==> config.mk <==
export PLATFORM = sky130hd
export DESIGN_NAME = bs_gnrtr_n_rbtr_rr
export DESIGN_NICKNAME = d
export VERILOG_FILES = /design/src/rtl/bs_gnrtr_n_rbtr_rr.sv
export SDC_FILE = /design/constraint.sdc
export NUM_CORES = 1
export LEC_CHECK = 0
export CAP_MARGIN = 20
export CORE_AREA = 5 5 112 88
export CTS_BUF_LIST = sky130_fd_sc_hd__clkbuf_4 sky130_fd_sc_hd__clkbuf_8
export CTS_CLUSTER_DIAMETER = 30
export DETAILED_ROUTE_END_ITERATION = 7
export DIE_AREA = 0 0 117 93
export PLACE_DENSITY = 0.85
export SYNTH_ARGS = -nofsm -noshare
export SYNTH_HDL_FRONTEND = slang
export SYNTH_SLANG_ARGS = --single-unit
==> constraint.sdc <==
create_clock -name clk -period 2.1 [get_ports clk]
set_input_delay 0.21 -clock clk [delete_from_list [all_inputs] [get_ports clk]]
set_output_delay 0.21 -clock clk [all_outputs]
set_load 0.02 [all_outputs]
==> src/rtl/bs_gnrtr_n_rbtr_rr.sv <==
// bs_gnrtr_n_rbtr_rr: bus arbiter, round-robin or fixed-priority grant, routes each packet by its destination ID
// clk, reset (async, active-low), arb_mode (0 rr, 1 fixed lowest-index)
// pndng/D_pop/pop: source FIFO side; full/push/D_push: destination FIFO side
// err: one-cycle drop pulse (bad ID or stall timeout); pkt_cnt: delivered packet count
module bs_gnrtr_n_rbtr_rr #(
  parameter int drvrs = 4,
  parameter int pckg_sz = 16,
  parameter logic [7:0] broadcast = 8'hFF,
  parameter int stall_max = 255
) (
  input  logic                     clk,
  input  logic                     reset,
  input  logic                     arb_mode,
  input  logic [drvrs-1:0]         pndng,
  input  logic [drvrs*pckg_sz-1:0] D_pop,
  output logic [drvrs-1:0]         pop,
  input  logic [drvrs-1:0]         full,
  output logic [drvrs-1:0]         push,
  output logic [pckg_sz-1:0]       D_push,
  output logic                     err,
  output logic [15:0]              pkt_cnt
);
  localparam int IW = $clog2(drvrs);
  localparam int SW = $clog2(stall_max + 1);
  typedef enum logic {IDLE, ROUTE} state_t;
  state_t state, state_n;
  logic [IW-1:0] ptr, ptr_n, src, src_n, g_fix, g_rr, g, j;
  logic [pckg_sz-1:0] pkt, pkt_n, D_push_n;
  logic [SW-1:0] stall, stall_n;
  logic [drvrs-1:0] pop_n, push_n, tgt;
  logic [15:0] cnt_n;
  logic [7:0] id;
  logic err_n, vld, blk;
  always_comb begin
    g_fix = '0;
    g_rr = '0;
    j = '0;
    // descending scan so the smallest offset from the pointer wins
    for (int i = drvrs - 1; i >= 0; i--) begin
      if (pndng[i]) g_fix = IW'(i);
      j = (int'(ptr) + i >= drvrs) ? IW'(int'(ptr) + i - drvrs) : IW'(int'(ptr) + i);
      if (pndng[j]) g_rr = j;
    end
  end
  assign g = arb_mode ? g_fix : g_rr;
  assign id = pkt[pckg_sz-1 -: 8];
  assign vld = (id == broadcast) || (32'(id) < drvrs);
  assign tgt = (id == broadcast) ? ~(drvrs'(1) << src) : drvrs'(1) << id;
  assign blk = |(full & tgt);
  always_comb begin
    state_n = state;
    pop_n = '0;
    push_n = '0;
    D_push_n = D_push;
    err_n = 1'b0;
    cnt_n = pkt_cnt;
    ptr_n = ptr;
    src_n = src;
    pkt_n = pkt;
    stall_n = stall;
    if (state == IDLE) begin
      if (|pndng) begin
        pop_n = drvrs'(1) << g;
        pkt_n = D_pop[int'(g)*pckg_sz +: pckg_sz];
        src_n = g;
        stall_n = '0;
        ptr_n = (g == IW'(drvrs - 1)) ? '0 : g + 1'b1;
        state_n = ROUTE;
      end
    end else if (!vld) begin
      err_n = 1'b1;
      state_n = IDLE;
    end else if (!blk) begin
      push_n = tgt;
      D_push_n = pkt;
      cnt_n = pkt_cnt + 16'd1;
      state_n = IDLE;
    end else if (stall == SW'(stall_max - 1)) begin
      err_n = 1'b1;
      state_n = IDLE;
    end else begin
      stall_n = stall + 1'b1;
    end
  end
  always_ff @(posedge clk or negedge reset) begin
    if (!reset) begin
      state <= IDLE;
      pop <= '0;
      push <= '0;
      D_push <= '0;
      err <= 1'b0;
      pkt_cnt <= '0;
      ptr <= '0;
      src <= '0;
      pkt <= '0;
      stall <= '0;
    end else begin
      state <= state_n;
      pop <= pop_n;
      push <= push_n;
      D_push <= D_push_n;
      err <= err_n;
      pkt_cnt <= cnt_n;
      ptr <= ptr_n;
      src <= src_n;
      pkt <= pkt_n;
      stall <= stall_n;
    end
  end
endmodule

==> results.sh, run 1 <==
export IMPL_hold_viol=0
export IMPL_cts_inserted_buffers=9
export IMPL_avgSynthCellArea_sq_um=10.7
export IMPL_coreArea_sq_um=8710
export IMPL_initial_core_util=0.411
export IMPL_clkSlewWorstSetupHoldPaths_ns=0.07
export IMPL_dp_hpwl_um=7550
export IMPL_worst_slew_pin_slew_ns=0.522
export IMPL_nFillCells=696
export IMPL_overflow=0
export IMPL_min_path_type="in -> async"
export IMPL_die_h_um=93
export IMPL_synth_distinct_cells=45
export IMPL_layout_min_cycle_time_ns=2.14
export IMPL_synth_top_area_share=0.489
export IMPL_cts_tree="yes"
export IMPL_required_ns=2.32
export IMPL_path_class="reg -> reg"
export IMPL_yosysMostFrequentCell="dfrtp_1"
export IMPL_fmax_mhz=468
export IMPL_end_kind="flop"
export IMPL_final_max_slew_violation_count=0
export IMPL_postSynth_asyncResetShare=1.00
export IMPL_drt_iter0_drc=200
export IMPL_synthTopCellsByCount="dfrtp_1 (70), mux2i_1 (36), nand2_1 (36)"
export IMPL_cp_start_kind="flop"
export IMPL_wl_per_cell_um=16.8
export IMPL_rsz0062_at_grt="true"
export IMPL_powerDensity_nw_per_um2=970
export IMPL_grt_pass1_wl_um=15800
export IMPL_die_area_sq_um=10900
export IMPL_layout_drive_gt1_share=0.179
export IMPL_synth_area_leaders="dfrtp_1 (49%), mux2i_1 (10%), o221ai_1 (3.9%), nand2_1 (3.8%), mux2_2 (3.8%)"
export IMPL_synth_seq_cells=70
export IMPL_yosys_warnings=0
export IMPL_clk_latency_ns=0.34
export IMPL_ir_drop_mv=0.414
export IMPL_cts_root_buf="clkbuf_8"
export IMPL_insertedDiodeCount=0
export IMPL_setup_viol=12
export IMPL_nNetsFinal=564
export IMPL_cp_max_fo=12
export IMPL_yosysTopAreaCell="dfrtp_1"
export IMPL_status="finished with violations"
export IMPL_die_w_um=117
export IMPL_syn_cell_area_sq_um=3580
export IMPL_postSynthCellCount=335
export IMPL_slew_headroom=0.650
export IMPL_synthFlopType="dfrtp_1"
export IMPL_synthToLayoutAreaGrowth_pct=51.7
export IMPL_post_place_ws_ns=-0.187
export IMPL_gp_congestion=0.806
export IMPL_synth_edf_count=0
export IMPL_vias_per_cell=5.42
export IMPL_cts_max_path_buffers=2
export IMPL_antenna_found_initial=0
export IMPL_worstRegToRegCells=7
export IMPL_vias=3234
export IMPL_ant_nets=0
export IMPL_grt_usage=0.186
export IMPL_syn_num_nets=417
export IMPL_drc=0
export IMPL_grt_max_degree=36
export IMPL_worst_clock_skew_ns=0.00710
export IMPL_ios=116
export IMPL_num_rows=30
export IMPL_port_buffers=115
export IMPL_power_leakage_nw=2.34
export IMPL_grt_pass1_vias=3378
export IMPL_wl_um=10000
export IMPL_setup_slack_ns=-0.0382
export IMPL_yosysSeqAreaShare=0.489
export IMPL_p_total_w=0.00527
export IMPL_cp_arrival_ns=2.36
export IMPL_ctsHtreeMaxLevel=3
export IMPL_finalCritPeriodShare=1.02
export IMPL_firstDrtPassIters=4
export IMPL_violations="setup timing"
export IMPL_drv_cap=0
export IMPL_cts_sinks=70
[layout by cell type (no fill, tap or decap), types with 3 or more instances in the layout]
master	n
clkdlybuf4s50_1	114
nor2_1	13
mux2_2	10
and2_1	7
o221ai_1	16
nand4_1	8
buf_12	3
nand3_1	12
o31ai_1	4
buf_4	31
xnor2_1	8
and3_1	4
nand2b_1	4
dfrtp_1	70
inv_1	14
a21oi_1	8
mux2i_1	36
o21ai_0	3
nor4_2	3
nand2_1	34
ha_1	7
xor2_1	5
o21ai_1	9
clkbuf_8	10
[through the flow]
step / util / cell area [sq um] / std cells / TNS [ns] / hold WS, ns
6_report: 0.623 / 5430 / 597 / -0.299 / 0.376
5_1_grt: 0.623 / 5430 / 597 / -2.15 / 0.403
4_1_cts: 0.612 / 5330 / 594 / -0.564 / 0.373
3_5_place_dp: 0.579 / 5040 / 575 / -3.90 / 0.194
3_3_place_gp: 0.579 / 5040 / 575 / -1.84 / 0.190
2_1_floorplan: - / 3580 / 335 / 0 / -0.0856
[state kept, by name, indices dropped and copies added, names as in the netlist]
signal   cells
D_push      16
pkt         16
pkt_cnt     16
stall        8
pop          4
push         4
ptr          2
src          2
err          1
state        1
[report_power, final]
part           switching, W  internal [W]  leakage (nW)  total, W
logic               0.00112       0.00115          1.35   0.00227
clock network      0.000464      0.000470        0.0889  0.000934
registers          0.000330       0.00173         0.906   0.00206
[critical path, stage by stage (launching register included)]
cell	delay [ns]
dfrtp_1	0.42
nor4_4	0.38
nand2_2	0.10
buf_4	0.16
a21boi_4	0.16
and4_4	0.30
buf_12	0.16
mux2_2	0.34
[kinds of logic after synthesis]
group	synth area share
compound gates	0.118
xor+xnor	0.0367
fa+ha+maj	0.0245
buf+inv	0.0377
flops	0.489
mux	0.138
simple gates	0.155
[final timing paths]
path                       startpoint         to  slack (ns)
hold reg to reg              stall[4]   stall[4]        0.48
setup reg to reg              pkt[12]  D_push[2]       -0.04
max in group asynchronous       reset     pkt[7]        1.10
setup / recovery              pkt[12]  D_push[2]       -0.04
min in group clk             stall[4]   stall[4]        0.48
hold / removal                  reset   stall[7]        0.38
[cell type report]
class,instances,area [sq um],share of cell area
inverters,14,52.6,0.00968
flip-flops and latches,70,1750,0.323
clock buffers,12,153,0.0281
well taps,112,140,0.0258
repair buffers,152,1490,0.275
clock inverters,2,10.0,0.00184
multi-input cells,235,1830,0.337
[routing by layer]
layer  GRT usage  up-vias  routed length, um
met3      0.0608       12                788
met5           0        -                  0
met2       0.309      121               5110
met1       0.230     1577               4000
met4      0.0535        0                106
li1            -     1524                  -
[what timing repair did]
| item | CTS | global route |
|---|---|---|
| hold buffers | 1 | 0 |
| resized for setup | 16 | 23 |
| setup buffers | 3 | 3 |
| hold endpoints to repair | 18 | 0 |
| cloned | 1 | 0 |
| setup endpoints to repair | 23 | 40 |
| pin swaps | 10 | 8 |
No activity file was read; power rests on OpenSTA's default activity.
==> run 2: changes to the inputs <==
--- a/config.mk
+++ b/config.mk
@@ -6,11 +6,11 @@
 export NUM_CORES = 1
 export LEC_CHECK = 0
 export CAP_MARGIN = 20
-export CORE_AREA = 5 5 112 88
+export CORE_AREA = 10 10 117 93
 export CTS_BUF_LIST = sky130_fd_sc_hd__clkbuf_4 sky130_fd_sc_hd__clkbuf_8
 export CTS_CLUSTER_DIAMETER = 30
 export DETAILED_ROUTE_END_ITERATION = 7
-export DIE_AREA = 0 0 117 93
+export DIE_AREA = 0 0 127 103
 export PLACE_DENSITY = 0.85
 export SYNTH_ARGS = -nofsm -noshare
 export SYNTH_HDL_FRONTEND = slang
==> run 2 against run 1 <==
The flow still finishes with violations (setup timing). Via count is 1.7% higher. Count of clock-buffer cells in the layout is 2 lower. Sequential power about the same. Flip-flop and latch count unchanged. Setup slack is essentially flat. Final cell count grew 1.7%. Power grew 6.7%. First-iteration DRC count is 40% higher.
==> results.sh, run 2 (synthesis gave the netlist of run 1 again) <==
export IMPL_synthToLayoutAreaGrowth_pct=56.7
export IMPL_cts_sinks=70
export IMPL_nNetsFinal=572
export IMPL_gp_congestion=0.807
export IMPL_cts_max_path_buffers=2
export IMPL_port_buffers=115
export IMPL_grt_pass1_wl_um=16900
export IMPL_dp_hpwl_um=8300
export IMPL_drv_cap=0
export IMPL_firstDrtPassIters=4
export IMPL_crit_chain="buf_4, nor4_4, nand2_2, buf_6, a21boi_4, nand2_2, or4_1, a21oi_1"
export IMPL_wl_per_cell_um=18.5
export IMPL_violations="setup timing"
export IMPL_r2r_slack_ns=-0.04
export IMPL_grt_max_degree=25
export IMPL_reg_largest_list="D_push x16, pkt x16, pkt_cnt x16"
export IMPL_end_kind="flop"
export IMPL_antenna_found_initial=0
export IMPL_min_path_type="in -> async"
export IMPL_setup_viol=10
export IMPL_cp_arrival_ns=2.41
export IMPL_final_max_slew_violation_count=0
export IMPL_worst_slew_pin_slew_ns=0.500
export IMPL_num_rows=30
export IMPL_post_place_ws_ns=-0.190
export IMPL_layout_drive_gt1_share=0.206
export IMPL_crit_cells=8
export IMPL_wl_um=11200
export IMPL_hold_viol=0
export IMPL_status="finished with violations"
export IMPL_critPathTopFamily="simple AND/OR/NAND/NOR gates"
export IMPL_ir_drop_mv=0.490
export IMPL_final_cell_area_sq_um=5610
export IMPL_cpMaxStageDelayCell="or4_1"
export IMPL_die_w_um=127
export IMPL_setup_slack_ns=-0.0380
export IMPL_cts_tree="yes"
export IMPL_final_util=0.644
export IMPL_cp_start_kind="flop"
export IMPL_dpl_cell_area_sq_um=5050
export IMPL_critPathMostFrequentCell="nand2_2"
export IMPL_required_ns=2.37
export IMPL_vias=3290
export IMPL_finalCritPeriodShare=1.02
export IMPL_layout_commonest_cell="clkdlybuf4s50_1"
export IMPL_critPathBufInv=2
export IMPL_drc=0
export IMPL_coreArea_sq_um=8710
export IMPL_initial_core_util=0.411
export IMPL_cts_root_buf="clkbuf_8"
export IMPL_layout_min_cycle_time_ns=2.14
export IMPL_grt_usage=0.161
export IMPL_rsz0062_at_grt="true"
export IMPL_die_area_sq_um=13100
export IMPL_cp_max_fo=8
export IMPL_vias_per_cell=5.42
export IMPL_ant_nets=0
export IMPL_nFillCells=662
export IMPL_worst_clock_skew_ns=0.0106
export IMPL_slew_headroom=0.667
export IMPL_cts_inserted_buffers=9
export IMPL_path_class="reg -> reg"
export IMPL_grt_pass1_vias=3483
export IMPL_clk_latency_ns=0.35
export IMPL_ctsHtreeMaxLevel=3
export IMPL_layout_common_cells="clkdlybuf4s50_1 (114), dfrtp_1 (67), buf_4 (37)"
export IMPL_drt_iter0_drc=280
export IMPL_insertedDiodeCount=0
export IMPL_powerDensity_nw_per_um2=1000
export IMPL_worstRegToRegCells=8
export IMPL_die_h_um=103
export IMPL_fin_hold_ws_ns=0.367
export IMPL_clkSlewWorstSetupHoldPaths_ns=0.08
export IMPL_ios=116
export IMPL_fmax_mhz=468
export IMPL_power_leakage_nw=2.40
export IMPL_max_stage_delay_ns=0.51
export IMPL_overflow=0
## run 2: changes by cell type in the layout (fill, tap and decap cells not counted), sizes merged
cell and delta:
buf +6, clkinvlp +3, bufinv +1, clkinv -1
inv +1
## run 2: final cells by class
| type | count | area [sq um] | area share |
|---|---|---|---|
| Clock inverter | 6 | 70.1 | 0.0125 |
| Multi-Input combinational cell | 235 | 1890 | 0.337 |
| Sequential cell | 70 | 1760 | 0.313 |
| Inverter | 14 | 52.6 | 0.00937 |
| Clock buffer | 10 | 138 | 0.0245 |
| Tap cell | 112 | 140 | 0.0250 |
| Timing Repair Buffer | 160 | 1560 | 0.278 |
## run 2: final timing paths
path | start | end
worst min-delay path | reset | err
worst max-delay path | pkt[10] | stall[3]
max in group asynchronous | reset | pkt[10]
worst max register to register | pkt[10] | stall[3]
worst min register to register | pkt_cnt[15] | pkt_cnt[15]
min in group clk | pkt_cnt[15] | pkt_cnt[15]
## run 2: per-stage QoR
| stage | power [W] | setup TNS, ns | std cells |
|---|---|---|---|
| 2_1_floorplan | 0.00314 | 0 | 335 |
| 3_5_place_dp | 0.00422 | -3.51 | 578 |
| 3_3_place_gp | 0.00412 | -1.72 | 578 |
| 6_report | 0.00562 | -0.214 | 607 |
| 5_1_grt | 0.00592 | -2.81 | 607 |
| 4_1_cts | 0.00541 | -0.181 | 599 |
## run 2: power breakdown
group	total [W]	internal [W]	switching, W	leakage (nW)
combinational	0.00243	0.00125	0.00118	1.40
clock	0.00111	0.000586	0.000524	0.0951
sequential	0.00208	0.00174	0.000347	0.903
total	0.00562	0.00357	0.00205	2.40
## run 2: metal layers
layer  global-route usage  up-vias  share of wire
met3               0.0683       20          0.084
met2                0.280      127           0.51
met1                0.176     1605           0.39
met5                    0        -              0
li1                     -     1538              -
met4               0.0463        0          0.015
## run 2: repair_timing
item | CTS | global route
cloned | 0 | 2
endpoints found under the hold margin | 19 | 0
buffers inserted | 4 | 6
hold buffers | 1 | 0
pin swaps | 12 | 10
endpoints found under the setup margin | 33 | 54
gates resized for setup | 15 | 41
==> run 3: changes to the inputs <==
--- a/config.mk
+++ b/config.mk
@@ -6,12 +6,14 @@
 export NUM_CORES = 1
 export LEC_CHECK = 0
 export CAP_MARGIN = 20
-export CORE_AREA = 10 10 117 93
+export CORE_AREA = 10 10 127 100
 export CTS_BUF_LIST = sky130_fd_sc_hd__clkbuf_4 sky130_fd_sc_hd__clkbuf_8
 export CTS_CLUSTER_DIAMETER = 30
 export DETAILED_ROUTE_END_ITERATION = 7
-export DIE_AREA = 0 0 127 103
-export PLACE_DENSITY = 0.85
+export DIE_AREA = 0 0 137 110
+export PLACE_DENSITY = 0.74
+export RECOVER_POWER = 100
+export SKIP_LAST_GASP = 1
 export SYNTH_ARGS = -nofsm -noshare
 export SYNTH_HDL_FRONTEND = slang
 export SYNTH_SLANG_ARGS = --single-unit
==> run 3 against run 2 <==
The flow finishes with violations (capacitance limit, slew limit, setup timing). Non-clock buffer count decreased by 2. Cell area up 0.83%. Clock skew fell by 0.0025 ns. Utilization shrank 8.8 points. Sequential share of layout area shrank 0.30 points. Clock power is essentially flat. First-iteration DRC count down 22%. Largest cell class unchanged.
==> results.sh, run 3 (synthesis gave the netlist of run 1 again) <==
export IMPL_dpl_cell_area_sq_um=5100
export IMPL_drt_iter0_drc=218
export IMPL_grt_usage=0.140
export IMPL_cts_sinks=70
export IMPL_wl_per_cell_um=17.3
export IMPL_coreArea_sq_um=10200
export IMPL_nFillCells=897
export IMPL_ctsHtreeMaxLevel=3
export IMPL_setup_slack_ns=-0.0474
export IMPL_cp_arrival_ns=2.38
export IMPL_synthToLayoutAreaGrowth_pct=58.0
export IMPL_path_class="reg -> reg"
export IMPL_vias_per_cell=5.11
export IMPL_grt_max_degree=71
export IMPL_final_cell_area_sq_um=5650
export IMPL_status="finished with violations"
export IMPL_post_place_ws_ns=-0.154
export IMPL_powerDensity_nw_per_um2=974
export IMPL_clkSlewWorstSetupHoldPaths_ns=0.08
export IMPL_layout_drive_gt1_share=0.207
export IMPL_wl_um=10900
export IMPL_rsz0062_at_grt="true"
export IMPL_final_util=0.556
export IMPL_grt_pass1_vias=3333
export IMPL_placed_cells=603
export IMPL_cp_start_kind="flop"
export IMPL_dp_hpwl_um=8080
export IMPL_reg_largest_list="D_push x16, pkt x16, pkt_cnt x16"
export IMPL_cts_tree="yes"
export IMPL_initial_core_util=0.352
export IMPL_cts_root_buf="clkbuf_8"
export IMPL_r2r_end="D_push[7]"
export IMPL_vias=3213
export IMPL_antenna_found_initial=0
export IMPL_power_leakage_nw=2.53
export IMPL_firstDrtPassIters=4
export IMPL_grt_pass1_wl_um=16700
export IMPL_worst_clock_skew_ns=0.00805
export IMPL_gp_congestion=0.863
export IMPL_cts_inserted_buffers=9
export IMPL_slew_headroom=-0.129
export IMPL_overflow=0
export IMPL_die_w_um=137
export IMPL_ctsHoldBuffers=0
export IMPL_setup_viol=22
export IMPL_min_path_type="in -> async"
export IMPL_port_buffers=115
export IMPL_layout_min_cycle_time_ns=2.15
export IMPL_final_max_slew_violation_count=71
export IMPL_ios=116
export IMPL_p_total_w=0.00550
export IMPL_worst_slew_pin_slew_ns=1.69
export IMPL_end_kind="flop"
export IMPL_r2r_slack_ns=-0.05
export IMPL_cp_max_fo=6
export IMPL_drv_cap=1
export IMPL_finalCritPeriodShare=1.02
export IMPL_die_area_sq_um=15100
export IMPL_ant_nets=0
export IMPL_insertedDiodeCount=0
export IMPL_instances_no_fill=629
export IMPL_layout_common_cells="clkdlybuf4s50_1 (72), dfrtp_1 (69), dlygate4sd3_1 (42)"
export IMPL_required_ns=2.33
export IMPL_ir_drop_mv=0.427
export IMPL_worstRegToRegCells=7
export IMPL_fmax_mhz=466
export IMPL_num_rows=32
export IMPL_violations="capacitance limit, slew limit, setup timing"
export IMPL_multi_input_area_sq_um=1910
export IMPL_cts_max_path_buffers=2
export IMPL_seq_area_sq_um=1750
export IMPL_layout_commonest_cell="clkdlybuf4s50_1"
export IMPL_nNetsFinal=570
export IMPL_clk_latency_ns=0.34
export IMPL_drc=0
export IMPL_hold_viol=0
export IMPL_die_h_um=110
export IMPL_worst_r2r_startpoint="pkt[12]"
## run 3: worst max path at each step
stage	startpoint	end	cells after the start
final	pkt[12]	D_push[7]	7
after global routing	pkt[12]	D_push[7]	7
after detailed placement	pndng[1]	pkt[4]	8
after global placement	full[0]	D_push[3]	7
after CTS	pkt[10]	stall[6]	6
after floorplan	pkt[12]	stall[6]	7
## run 3: final cells by class
type / instances / area share
clock inverter: 6 / 0.0108
inverter: 14 / 0.00929
sequential: 70 / 0.310
multi-input combinational: 235 / 0.338
tap: 136 / 0.0301
clock buffer: 10 / 0.0243
timing repair buffer: 158 / 0.278
## run 3: where the power goes
| group | internal, W | leakage [nW] | switching [W] |
|---|---|---|---|
| combinational | 0.00119 | 1.52 | 0.00116 |
| clock | 0.000577 | 0.102 | 0.000520 |
| sequential | 0.00173 | 0.905 | 0.000320 |
| total | 0.00350 | 2.53 | 0.00200 |
## run 3: critical path, stage by stage (launching register included)
cell	delay, ns
dfrtp_1	0.43
nor4_4	0.39
nand2_2	0.11
buf_6	0.14
a21boi_4	0.15
and4_4	0.32
clkbuf_16	0.19
mux2_4	0.30
## run 3: metal layers
metal	GRT usage	share of wire	up-vias
li1	-	-	1533
met1	0.160	0.42	1572
met2	0.234	0.48	103
met4	0.0285	0.0047	0
met3	0.0678	0.089	5
met5	0	0	-
## run 3: what timing repair did
action,in CTS,in global routing
cloned,1,1
endpoints found under the setup margin,12,45
resized for setup,18,48
pin swaps,15,12
buffers inserted,9,1
## run 3: stage by stage
step / TNS (ns) / hold slack (ns)
floorplan: 0 / -0.0856
CTS: -0.113 / 0.0129
detailed placement: -5.45 / 0.387
finish: -0.542 / 0.301
global placement: -2.56 / 0.369
global route: -2.01 / 0.436
